==> src/rtl/snn_pkg.sv <==
// Shared SNN definitions: sequencer state encoding and the potential and index
// width helpers. The neuron datapath uses the same u_w() so that both sides
// agree on the potential width.
package snn_pkg;

    typedef enum logic [1:0] {
        IDLE = 2'd0,
        RUN  = 2'd1,
        DONE = 2'd2
    } seq_state_t;

    // Membrane potential width for a given adder-tree depth.
    function automatic int u_w(input int n_stage);
        return n_stage + 2;
    endfunction

    // Neuron index width. It is never narrower than one bit.
    function automatic int idx_w(input int n_neurons);
        return (n_neurons < 2) ? 1 : $clog2(n_neurons);
    endfunction

endpackage

==> src/rtl/neuron_state_regfile.sv <==
// Per-neuron storage: the membrane potential and the last spike flag.
// Reads are combinational at idx. There is one write port with an enable and
// a synchronous clear. An asynchronous reset zeroes every entry.
// The whole spike column is also exported so that the controller can take a
// snapshot of it.
module neuron_state_regfile
    import snn_pkg::*;
#(
    parameter int N_NEURONS = 4,
    parameter int U_W       = 4,
    parameter int IDX_W     = 2
) (
    input  logic                 clk,
    input  logic                 reset,
    input  logic                 clr,
    input  logic                 we,
    input  logic [IDX_W-1:0]     idx,
    input  logic [U_W-1:0]       wr_u,
    input  logic                 wr_spk,
    output logic [U_W-1:0]       rd_u,
    output logic                 rd_spk,
    output logic [N_NEURONS-1:0] spk_all
);

    // Each entry is {spike, potential}.
    logic [U_W:0] entry [N_NEURONS];

    for (genvar gi = 0; gi < N_NEURONS; gi++) begin : g_entry
        logic [U_W:0] entry_reg;

        // Entry update: the clear takes priority over a write to this index.
        always_ff @(posedge clk or posedge reset) begin
            if (reset) begin
                entry_reg <= '0;
            end else if (clr) begin
                entry_reg <= '0;
            end else if (we && (idx == IDX_W'(gi))) begin
                entry_reg <= {wr_spk, wr_u};
            end
        end

        assign entry[gi]   = entry_reg;
        assign spk_all[gi] = entry_reg[U_W];
    end

    assign rd_u   = entry[idx][U_W-1:0];
    assign rd_spk = entry[idx][U_W];

endmodule

==> src/rtl/neuron_state_sequencer.sv <==
// Shares one neuron datapath across N_NEURONS logical neurons. Each start
// pulse runs one timestep, handling one neuron per cycle. The stored state of
// neuron_idx goes out to the datapath, and the datapath result is written back.
// Optional feature: define SPIKE_COUNT_EN to add the spike_count output.
module neuron_state_sequencer
    import snn_pkg::*;
#(
    parameter  int N_STAGE   = 2,
    parameter  int N_NEURONS = 4,
    localparam int U_W       = u_w(N_STAGE),
    localparam int IDX_W     = idx_w(N_NEURONS)
`ifdef SPIKE_COUNT_EN
    ,
    localparam int CNT_W     = $clog2(N_NEURONS + 1)
`endif
) (
    input  logic                 clk,
    input  logic                 reset,
    input  logic                 start,
    input  logic                 clear_state,
    input  logic [U_W-1:0]       u_in,
    input  logic                 spike_in,
    output logic [IDX_W-1:0]     neuron_idx,
    output logic [U_W-1:0]       prev_u,
    output logic                 was_spike,
    output logic                 busy,
    output logic                 done,
`ifdef SPIKE_COUNT_EN
    output logic [CNT_W-1:0]     spike_count,
`endif
    output logic [N_NEURONS-1:0] spike_vec
);

    seq_state_t           state_reg, state_next;
    logic [IDX_W-1:0]     idx_reg, idx_next;
    logic [N_NEURONS-1:0] spike_vec_reg;
    logic [N_NEURONS-1:0] spk_all;
    logic                 mem_we;
    logic                 mem_clr;

    neuron_state_regfile #(
        .N_NEURONS (N_NEURONS),
        .U_W       (U_W),
        .IDX_W     (IDX_W)
    ) u_regfile (
        .clk     (clk),
        .reset   (reset),
        .clr     (mem_clr),
        .we      (mem_we),
        .idx     (idx_reg),
        .wr_u    (u_in),
        .wr_spk  (spike_in),
        .rd_u    (prev_u),
        .rd_spk  (was_spike),
        .spk_all (spk_all)
    );

    // Next-state, index stepping and memory control.
    // A start pulse outranks clear_state in IDLE. Both inputs are ignored
    // while busy.
    always_comb begin
        state_next = state_reg;
        idx_next   = idx_reg;
        mem_we     = 1'b0;
        mem_clr    = 1'b0;
        busy       = 1'b0;
        done       = 1'b0;
        case (state_reg)
            IDLE: begin
                if (start) begin
                    state_next = RUN;
                    idx_next   = '0;
                end else if (clear_state) begin
                    mem_clr = 1'b1;
                end
            end
            RUN: begin
                busy   = 1'b1;
                mem_we = 1'b1;
                if (idx_reg == IDX_W'(N_NEURONS - 1)) begin
                    state_next = DONE;
                    idx_next   = '0;
                end else begin
                    idx_next = IDX_W'(idx_reg + 1'b1);
                end
            end
            DONE: begin
                busy       = 1'b1;
                done       = 1'b1;
                state_next = IDLE;
            end
            default: begin
                state_next = IDLE;
                idx_next   = '0;
            end
        endcase
    end

    // State and index registers. The spike snapshot updates only in DONE, so
    // a partially written timestep is never visible on spike_vec.
    always_ff @(posedge clk or posedge reset) begin
        if (reset) begin
            state_reg     <= IDLE;
            idx_reg       <= '0;
            spike_vec_reg <= '0;
        end else begin
            state_reg <= state_next;
            idx_reg   <= idx_next;
            if (state_reg == DONE) begin
                spike_vec_reg <= spk_all;
            end
        end
    end

`ifdef SPIKE_COUNT_EN
    logic [CNT_W-1:0] cnt_reg;
    logic [CNT_W-1:0] spike_count_reg;

    // Count the spikes written during this run, and publish the total in DONE
    // together with spike_vec.
    always_ff @(posedge clk or posedge reset) begin
        if (reset) begin
            cnt_reg         <= '0;
            spike_count_reg <= '0;
        end else begin
            if (state_reg == IDLE && start) begin
                cnt_reg <= '0;
            end else if (state_reg == RUN && spike_in) begin
                cnt_reg <= CNT_W'(cnt_reg + 1'b1);
            end
            if (state_reg == DONE) begin
                spike_count_reg <= cnt_reg;
            end
        end
    end

    assign spike_count = spike_count_reg;
`endif

    assign neuron_idx = idx_reg;
    assign spike_vec  = spike_vec_reg;

endmodule

==> config.mk <==
export PLATFORM = sky130hd
export DESIGN_NAME = neuron_state_sequencer
export DESIGN_NICKNAME = d
export VERILOG_FILES = /design/src/rtl/snn_pkg.sv /design/src/rtl/neuron_state_regfile.sv /design/src/rtl/neuron_state_sequencer.sv
export SDC_FILE = /design/constraint.sdc
export NUM_CORES = 1
export LEC_CHECK = 0
export ABC_AREA = 1
export CAP_MARGIN = 20
export CORE_MARGIN = 10
export CORE_UTILIZATION = 40
export CTS_CLUSTER_SIZE = 40
export DETAILED_ROUTE_END_ITERATION = 8
export DONT_BUFFER_PORTS = 1
export SETUP_SLACK_MARGIN = 0.3
export SLEW_MARGIN = 20
export SYNTH_ARGS = -nofsm -noshare
export SYNTH_HDL_FRONTEND = slang
export SYNTH_HIERARCHICAL = 1
export SYNTH_SLANG_ARGS = --single-unit
export TNS_END_PERCENT = 20
==> constraint.sdc <==
create_clock -name clk -period 2.2 [get_ports clk]
set_clock_uncertainty 0.1 [all_clocks]
set_input_delay 0.22 -clock clk [delete_from_list [all_inputs] [get_ports clk]]
set_output_delay 0.22 -clock clk [all_outputs]
set_load 0.03 [all_outputs]
==> results of run 1 <==
## final cells by class
type	instances	share of cell area [%]
clock buffer	4	3.35
inverter	20	4.72
multi-input combinational	156	42.2
sequential	28	42.6
tap	48	3.65
timing repair buffer	7	3.50
## tightest hold or removal path, cell delays in order
cell and delay [ns]:
inv_1 0.03, nor2_1 0.06, nand2_1 0.07, nand2_1 0.04
## metal layers
metal	global-route usage [%]	vias up	routed length (um)
met3	4.15	4	286
met2	18.2	29	1570
met5	0	-	0
met1	15.2	571	1790
met4	2.72	0	29
li1	-	648	-
## through the flow
step                      util (%)  instances  setup slack, ns  cell area, um2  hold slack [ns]
after detailed placement      42.5        257            0.474            1570          -0.0198
after global routing          44.6        263            0.293            1640           0.0946
after CTS                     44.5        263            0.401            1640           0.0846
after global placement        42.5        257            0.518            1570          -0.0283
after floorplan                  -        213            0.581            1530          -0.0643
final                         44.6        263            0.441            1640           0.0847
## placed cells by master, fill, tap and decap left out, types with 3 or more instances in the layout
| master | n |
|---|---|
| buf_4 | 5 |
| clkbuf_8 | 4 |
| dfrtp_1 | 28 |
| ha_1 | 6 |
| inv_1 | 17 |
| nand2_1 | 113 |
| nand3_1 | 22 |
| nand3_2 | 3 |
| nor2_1 | 8 |
## repair_timing
| item | 4_1_cts | 5_1_grt |
|---|---|---|
| hold buffers | 2 | 0 |
| endpoints found under the setup margin | 0 | 2 |
| gates resized for setup | 0 | 1 |
| setup buffers | 0 | 0 |
| hold endpoints to repair | 29 | 0 |
## power by group through the flow
stage	sequential (mW)	clock [mW]	combinational, mW
after detailed placement	0.941	0	0.935
after global placement	0.936	0	0.927
after global routing	0.958	0.353	1.06
after CTS	0.930	0.329	0.940
final	0.926	0.320	0.934
after floorplan	0.912	0	0.782
## final timing paths
path,end,start,depth (start not counted)
min in group asynchronous,spike_vec[1],reset,2
setup reg to reg,u_regfile/g_entry[3].entry_reg[2],state_reg[1],8
hold / removal,u_regfile/g_entry[3].entry_reg[3],u_in[3],4
setup / recovery,u_regfile/g_entry[3].entry_reg[2],state_reg[1],8
hold reg to reg,u_regfile/g_entry[1].entry_reg[1],u_regfile/g_entry[1].entry_reg[1],2
max in group asynchronous,u_regfile/g_entry[0].entry_reg[0],reset,2
## kinds of logic after synthesis
logic type	synth area share, %
AND/OR/NAND/NOR	39.9
buffers and inverters	9.00
adder cells (fa/ha/maj)	4.91
AO/OA/AOI/OAI	0.327
flip-flops	45.8
==> results by group, run 1 <==
Yosys
  • Mapped cell area: 1530 um2
  • Area contributors post-synth: dfrtp_1 (46%), nand2_1 (28%), nand3_1 (7.2%)
  • Post-Synthesis Cells: 213
  • Leading area contributor after synthesis: dfrtp_1
  • EDFF count, synth: 0
  • Post-synth top cells: nand2_1 (114), dfrtp_1 (28), nand3_1 (22)
  • Net Count, Synth: 228
  • Most frequent cell after synthesis: nand2_1
  • Syn_area_per_cell: 7.18 um2
  • Synth Register Bits: 28
  • Yosys warns: 6
  • Register area share after synthesis: 45.8%
  • Share of flip-flops with an asynchronous set or reset: 100%
  • Synth unique cells: 14
  • Synth top area share: 45.8%
  • Prevailing post-synth register cell: dfrtp_1

Drt
  • Drt pass-1 iters: 4
  • DRC: 0
  • Final ANT Viol Nets: 0
  • Iter 0 DRT Violations: 56
  • Via count: 1252
  • WL/cell: 14.0 um
  • DR vias/cell: 4.76
  • Final wirelength: 3670 um

Floorplan
  • Site Rows: 22
  • Die area: 6700 um2
  • Core area: 3690 um2
  • # IOs: 22
  • Chip width: 81.8 um
  • Die H: 81.8 um
  • Initial core utilization: 41.5%

Pwr
  • Leakage power: 0.982 nW
  • Clk network pwr share: 14.7%
  • Power Dens Cells: 1330 nW/um2
  • Psw: 1.03 mW
  • Internal: 1.15 mW
  • Switching Share: 47.4%
  • Reg power frac: 42.5%
  • Overall power: 2.18 mW
  • Peak supply drop: 503 uV
  • Power share of the combinational group: 42.8%

Place
  • I/O Buffers: 0
  • DP Wirelength: 2660 um
  • GP Congestion: 0.845

Timing
  • Setup violators final: 0
  • Fin crit period: 1.76 ns
  • Count of pins over their slew limit: 0
  • Max Clock Freq: 568 MHz
  • Fin crit share: 80.0%
  • Final Hold Fails: 0
  • Measured slew at the worst slew-check pin: 0.783 ns
  • Relative slew slack: 47.7%
  • Fin Setup TNS: 0 ns
  • RSZ-0062 raised after global routing: true

Global route
  • Initial antenna violation count: 0
  • Total congestion overflow: 0
  • Largest net degree at the start of global routing: 21
  • GRT Total Usage: 11.7%
  • Wire length of the first global-routing pass: 6170 um
  • Vias in the first global route: 1261

Clock network
  • H-tree levels: 1
  • Cts bufs inserted: 3
  • Clock latency on the worst-skew pair: 0.27 ns
  • TritonCTS clock tree: yes
  • Worst-path clk slew: 0.10 ns
  • Clock Path Buffers: 2
  • CTS Sinks: 28
  • Clk Tree Root Cell: clkbuf_8

Setup path
  • Startpoint types: register
  • Crit path max fanout: 14
  • Critical path type: register to register
  • CP Capture Type: register
  • FF-to-FF setup slack: 0.44 ns
  • Worst path cell trace: inv_1, ha_1, nand2_1, nor2_1, inv_1, buf_4, nand3_1, nand2_1
  • WP data required: 2.27 ns
  • Worst path slowest cell: dfrtp_1
  • Critical Path Max Stage Delay: 0.43 ns
  • WP buf/inv: 3
  • Crit path max-delay family: buffers and inverters
  • Critical Path AT: 1.83 ns

Layout
  • Fillers: 409
  • Nets: 231
  • Layout cells sized above 1: 8.37%
  • Max reg flops: 20
  • Diode count: 0
  • Multi-input logic area: 693 um2
  • Area delta synth->final: 7.53%
  • Reg area: 701 um2

Run
  • Max-cap violation count: 0

Hold path
  • HP Class: primary input to register

Status
  • Status: finished, final reports clean
Note: power is estimated with default switching activity, not from simulation.
==> run 2: changes to the inputs <==
==> constraint.sdc (replaced) <==
create_clock -name clk -period 1.53 [get_ports clk]
set_clock_uncertainty 0.1 [all_clocks]
set_input_delay 0.153 -clock clk [delete_from_list [all_inputs] [get_ports clk]]
set_output_delay 0.153 -clock clk [all_outputs]
set_load 0.03 [all_outputs]
==> run 2 against run 1 <==
Total power is 74% higher. Register-to-register slack worse by 0.38 ns. Final area is 25% higher. Global-route usage is 0.32 points higher. Combinational power is 110% higher. Largest cell class is now multi-input gates. Non-clock buffer count is 27 higher. Count of clock-buffer cells in the layout stayed put. Routed wire length is 5.3% higher. Cell count is 10% higher. Sequential share of layout area is 8.3 points lower.
==> results by group, run 2 (same netlist as run 1, synthesis figures left out) <==
Timing
  • Fin crit share: 96.7%
  • Relative slew slack: 78.8% (+31 points)
  • Count of pins over their slew limit: 0 (unchanged)
  • RSZ-0062 raised after global routing: true
  • Final Hold Fails: 0 (unchanged)
  • Final Worst Setup Slack: 0.0505 ns (-0.390 ns)
  • Hold Slack: 0.0198 ns (-0.0650 ns)
  • Fin crit period: 1.48 ns
  • Setup violators final: 0 (unchanged)
  • Fin Setup TNS: 0 ns (unchanged)
  • Measured slew at the worst slew-check pin: 0.318 ns (-0.465 ns)
  • Max Clock Freq: 676 MHz

Global route
  • Met3 Use GR: 4.26% (+0.11 points)
  • Met1 usage: 14.9% (-0.30 points)
  • Total congestion overflow: 0 (unchanged)
  • Grt met2 use: 19.4% (+1.3 points)
  • Largest net degree at the start of global routing: 21 (unchanged)
  • Initial antenna violation count: 0 (unchanged)
  • Wire length of the first global-routing pass: 6370 um (+3.2%)
  • GRT Total Usage: 12.0% (+0.32 points)
  • Vias in the first global route: 1330 (+5.5%)
  • Gr busiest metal: met2

Place
  • GP Congestion: 0.822 (-2.8%)
  • DP Wirelength: 2690 um (+1.4%)
  • Cells after DPL: 265 (+3.1%)
  • Dpl ws: 0.00281 ns (-0.471 ns)
  • I/O Buffers: 0 (unchanged)

Pwr
  • Peak supply drop: 800 uV (+59%)
  • Leakage power: 1.15 nW (+17%)
  • Overall power: 3.79 mW (+74%)
  • Power Dens Cells: 1850 nW/um2 (+39%)

Layout
  • Area delta synth->final: 34.0%
  • Commonest non-fill, non-tap cell in the layout: nand2_1
  • Reg area: 703 um2 (+0.36%)
  • Diode count: 0 (unchanged)
  • Nets: 258 (+12%)
  • Fillers: 360 (-12%)
  • Non-filler cells, final: 290 (+10%)
  • Layout cells sized above 1: 34.3% (+26 points)
  • Multi-input logic area: 848 um2 (+22%)
  • Max reg flops: 20 (unchanged)
  • Commonest non-fill, non-tap cells in the layout: nand2_1 (93), buf_4 (28), dfrtp_1 (26)

Setup path
  • WP data required: 1.28 ns (-0.99 ns)
  • Startpoint types: register
  • Critical Path AT: 1.23 ns (-0.60 ns)
  • CP Capture Type: output pin
  • Critical path type: register to output pin
  • Setup crit start: state_reg[1]
  • Worst flop-to-flop path startpoint: state_reg[1]
  • Crit path max fanout: 3 (-11)

Drt
  • Final wirelength: 3870 um (+5.3%)
  • Final ANT Viol Nets: 0 (unchanged)
  • DR vias/cell: 4.77 (+0.25%)
  • Via count: 1384 (+11%)
  • Iter 0 DRT Violations: 31 (-45%)
  • WL/cell: 13.3 um (-4.5%)
  • DRC: 0 (unchanged)
  • Drt pass-1 iters: 4 (unchanged)

Floorplan
  • Die area: 6700 um2 (unchanged)
  • Site Rows: 22 (unchanged)
  • Core area: 3690 um2 (unchanged)
  • Chip width: 81.8 um (unchanged)
  • Die H: 81.8 um (unchanged)
  • Initial core utilization: 41.5% (unchanged)
  • # IOs: 22 (unchanged)

Status
  • Status: finished, final reports clean

Hold path
  • HP Start: u_in[2]
  • HP Class: primary input to register

Clock network
  • Clock latency on the worst-skew pair: 0.27 ns (about the same)
  • TritonCTS clock tree: yes
  • Cts bufs inserted: 3 (unchanged)
  • CTS Sinks: 28 (unchanged)
  • Clock Path Buffers: 2 (unchanged)
  • Worst-path clk slew: 0.09 ns (about the same)
  • H-tree levels: 1 (unchanged)
  • Clk Tree Root Cell: clkbuf_8

Run
  • Max-cap violation count: 0 (unchanged)
-- run 2: cell count changes in the layout (fill, tap and decap cells not counted), moves of 3 or more --
cell     change
buf_4       +23
nand2_1     -20
nand2_2     +14
nand3_1      -7
nand2_4      +6
nand3_2      +6
inv_1        -4
nor2_1       -3
-- run 2: cell type report --
class,instances,area share (%)
clock buffers,4,2.69
inverters,20,4.15
multi-input cells,156,41.4
flip-flops and latches,28,34.3
well taps,48,2.93
repair buffers,34,14.5
-- run 2: worst max-delay path, cell delays in order, from the launching register on --
cell and delay (ns):
dfrtp_1 0.40, buf_4 0.14, buf_4 0.13, ha_1 0.29
-- run 2: routing by layer --
layer | up-vias | wire [um]
li1 | 702 | -
met4 | 0 | 19
met1 | 648 | 1650
met5 | - | 0
met3 | 2 | 309
met2 | 32 | 1890
-- run 2: timing repair --
action	CTS	global route
hold endpoints to repair	29	0
gates cloned	0	1
hold buffers	2	0
setup buffers	12	6
setup endpoints to repair	36	37
resized for setup	23	17
pin swaps	11	15
-- run 2: path summary, 6_finish.rpt --
check / endpoint / cells after the start / slack (ns)
setup / recovery: done / 3 / 0.05
hold / removal: u_regfile/g_entry[1].entry_reg[2] / 4 / 0.02
setup reg to reg: u_regfile/g_entry[0].entry_reg[1] / 8 / 0.06
hold reg to reg: u_regfile/g_entry[2].entry_reg[1] / 2 / 0.42
max in group asynchronous: u_regfile/g_entry[0].entry_reg[2] / 3 / 0.86
min in group asynchronous: spike_vec[0] / 2 / 0.19
-- run 2: where the power goes --
group          internal [mW]  total [mW]  leakage (nW)  switching (mW)
clock network          0.230       0.455        0.0288           0.225
logic                  0.818        1.98         0.749            1.16
registers               1.03        1.35         0.368           0.328
-- run 2: through the flow --
| stage | utilization (%) | area, um2 |
|---|---|---|
| finish | 55.6 | 2050 |
| global route | 55.6 | 2050 |
| CTS | 52.0 | 1920 |
| detailed placement | 45.6 | 1680 |
| global placement | 45.6 | 1680 |
| floorplan | - | 1580 |
==> run 3: changes to the inputs <==
--- a/config.mk
+++ b/config.mk
@@ -8,10 +8,11 @@
 export ABC_AREA = 1
 export CAP_MARGIN = 20
 export CORE_MARGIN = 10
-export CORE_UTILIZATION = 40
+export CORE_UTILIZATION = 52
 export CTS_CLUSTER_SIZE = 40
 export DETAILED_ROUTE_END_ITERATION = 8
 export DONT_BUFFER_PORTS = 1
+export PLACE_DENSITY = 0.8
 export SETUP_SLACK_MARGIN = 0.3
 export SLEW_MARGIN = 20
 export SYNTH_ARGS = -nofsm -noshare
==> run 3 against run 2 <==
The flow now finishes with violations (setup timing). Largest power group unchanged. Critical path depth grew 2. Maximum frequency is 8.3% lower. First-iteration DRC count increased to 3.4 times the previous value. Largest cell class unchanged. Worst setup slack lost 0.13 ns. Final area up 0.37%.
==> results by group, run 3 (same netlist as run 1, synthesis figures left out) <==
Status
  • Status: finished with violations
  • Violated checks: setup timing

Timing
  • Relative slew slack: 76.9% (-1.9 points)
  • Final Worst Setup Slack: -0.0832 ns (-0.134 ns)
  • Measured slew at the worst slew-check pin: 0.346 ns (+0.0277 ns)
  • Hold Slack: 0.0438 ns (+0.0240 ns)
  • Setup violators final: 8 (+8)
  • RSZ-0062 raised after global routing: true
  • Max Clock Freq: 620 MHz (-8.3%)
  • Fin crit share: 105% (+8.7 points)
  • Count of pins over their slew limit: 0 (unchanged)
  • Fin crit period: 1.61 ns (+0.134 ns)
  • Final Hold Fails: 0 (unchanged)
  • Fin Setup TNS: -0.364 ns (-0.364 ns)

Clock network
  • TritonCTS clock tree: yes
  • Clock latency on the worst-skew pair: 0.33 ns (+0.06 ns)
  • H-tree levels: 1 (unchanged)
  • Clk Tree Root Cell: clkbuf_4
  • Clock Path Buffers: 2 (unchanged)
  • Cts bufs inserted: 3 (unchanged)
  • Worst-path clk slew: 0.15 ns (+0.06 ns)
  • CTS Sinks: 28 (unchanged)

Layout
  • Multi-input logic area: 908 um2 (+7.1%)
  • Layout cells sized above 1: 33.5% (-0.82 points)
  • Commonest non-fill, non-tap cells in the layout: nand2_1 (99), dfrtp_1 (25), nand3_2 (16)
  • Commonest non-fill, non-tap cell in the layout: nand2_1
  • Fin util: 74.0% (+18 points)
  • Non-filler cells, final: 267 (-7.9%)
  • Reg area: 704 um2 (+0.18%)
  • Max reg flops: 20 (unchanged)
  • Diode count: 0 (unchanged)
  • Area delta synth->final: 34.5%
  • Nets: 252 (-2.3%)
  • Fillers: 174 (-52%)

Pwr
  • Power Dens Cells: 1870 nW/um2 (+1.4%)
  • Internal: 1.99 mW (-3.9%)
  • Power share of the combinational group: 53.9% (+1.7 points)
  • Leakage power: 1.12 nW (-1.8%)
  • Psw: 1.86 mW (+8.7%)
  • Overall power: 3.85 mW (+1.8%)
  • Clk network pwr share: 9.7% (-2.3 points)
  • Switching Share: 48.3% (+3.1 points)
  • Peak supply drop: 1520 uV (+90%)
  • Reg power frac: 36.4% (+0.6 points)

Drt
  • DR vias/cell: 5.52 (+16%)
  • Drt pass-1 iters: 4 (unchanged)
  • DRC: 0 (unchanged)
  • Final wirelength: 4450 um (+15%)
  • Via count: 1474 (+6.5%)
  • Final ANT Viol Nets: 0 (unchanged)
  • WL/cell: 16.7 um (+25%)
  • Iter 0 DRT Violations: 104 (+240%)

Floorplan
  • Initial core utilization: 55.0% (+14 points)
  • # IOs: 22 (unchanged)
  • Die H: 74.2 um (-9.3%)
  • Site Rows: 19 (-14%)
  • Die area: 5510 um2 (-18%)
  • Chip width: 74.2 um (-9.3%)
  • Core area: 2780 um2 (-25%)

Global route
  • GRT Total Usage: 16.2% (+4.2 points)
  • Wire length of the first global-routing pass: 6990 um (+9.8%)
  • Vias in the first global route: 1450 (+9.0%)
  • Total congestion overflow: 0 (unchanged)
  • Initial antenna violation count: 0 (unchanged)
  • Largest net degree at the start of global routing: 21 (unchanged)

Setup path
  • CP Capture Type: output pin
  • FF-to-FF setup slack: -0.02 ns (-0.08 ns)
  • WP data required: 1.28 ns (about the same)
  • Critical path type: register to output pin
  • Critical Path AT: 1.36 ns (+0.13 ns)
  • Crit path max fanout: 7 (+4)
  • Startpoint types: register

Place
  • I/O Buffers: 0 (unchanged)
  • DP Wirelength: 2500 um (-7.1%)
  • GP Congestion: 0.849 (+3.4%)
  • Cells after DPL: 241 (-9.1%)

Run
  • Max-cap violation count: 0 (unchanged)

Hold path
  • HP Class: primary input to register
[run 3: cell types whose count changed in the layout (fill, tap and decap cells not counted), moves of 5 or more]
| cell | delta |
|---|---|
| dlygate4sd3_1 | +5 |
| nand3_2 | +7 |
| nand3_1 | -6 |
| buf_4 | -14 |
| nand2_2 | -7 |
| nand2_1 | +6 |
[run 3: metrics by stage]
stage               worst slack (ns)  area, um2
floorplan                      0.160       1580
global placement              0.0576       1610
detailed placement            0.0123       1610
CTS                          -0.0525       2030
global route                  -0.133       2060
finish                       -0.0832       2060
[run 3: layout make-up]
cell class	instances	share of cell area, %
clock buffers	4	1.76
inverters	20	4.38
multi-input cells	156	44.2
flip-flops and latches	28	34.2
well taps	31	1.89
repair buffers	28	13.6
[run 3: worst paths after layout]
path / start / endpoint / cells past startpoint
worst max-delay path: neuron_idx[0] / prev_u[0] / 5
worst min-delay path: start / state_reg[0] / 5
worst max register to register: state_reg[0] / u_regfile/g_entry[3].entry_reg[2] / 8
worst min register to register: u_regfile/g_entry[2].entry_reg[1] / u_regfile/g_entry[2].entry_reg[1] / 2
max in group asynchronous: reset / u_regfile/g_entry[1].entry_reg[0] / 3
min in group asynchronous: reset / spike_vec[0] / 2
[run 3: what timing repair did]
item                                   4_1_cts  5_1_grt
pin swaps                                   14        1
resized for setup                           52        5
setup endpoints to repair                   37       37
hold buffers                                 7        0
endpoints found under the hold margin       49        0
gates cloned                                 2        0
setup buffers                               12        1
[run 3: layer usage]
layer  share of wire [%]  wire length (um)  vias to the layer above  GRT usage (%)
met2                  50              2220                       76           27.7
met4                 4.9               218                        0           7.93
met3                 6.4               286                       23           3.06
met1                  39              1730                      682           19.1
met5                   0                 0                        -              0
li1                    -                 -                      693              -
[run 3: power groups by stage]
| stage | Sequential, mW | Clock [mW] | Combinational (mW) |
|---|---|---|---|
| floorplan | 1.32 | 0 | 1.24 |
| global placement | 1.36 | 0 | 1.40 |
| detailed placement | 1.37 | 0 | 1.44 |
| CTS | 1.38 | 0.373 | 1.91 |
| global route | 1.44 | 0.406 | 2.23 |
| finish | 1.40 | 0.372 | 2.08 |
[run 3: critical path, cell delays in order (launching register included)]
cell and delay, ns:
dfrtp_2 0.52, buf_6 0.16, nand2_1 0.06, nand2_1 0.09, nand2_2 0.08, nand2_4 0.12
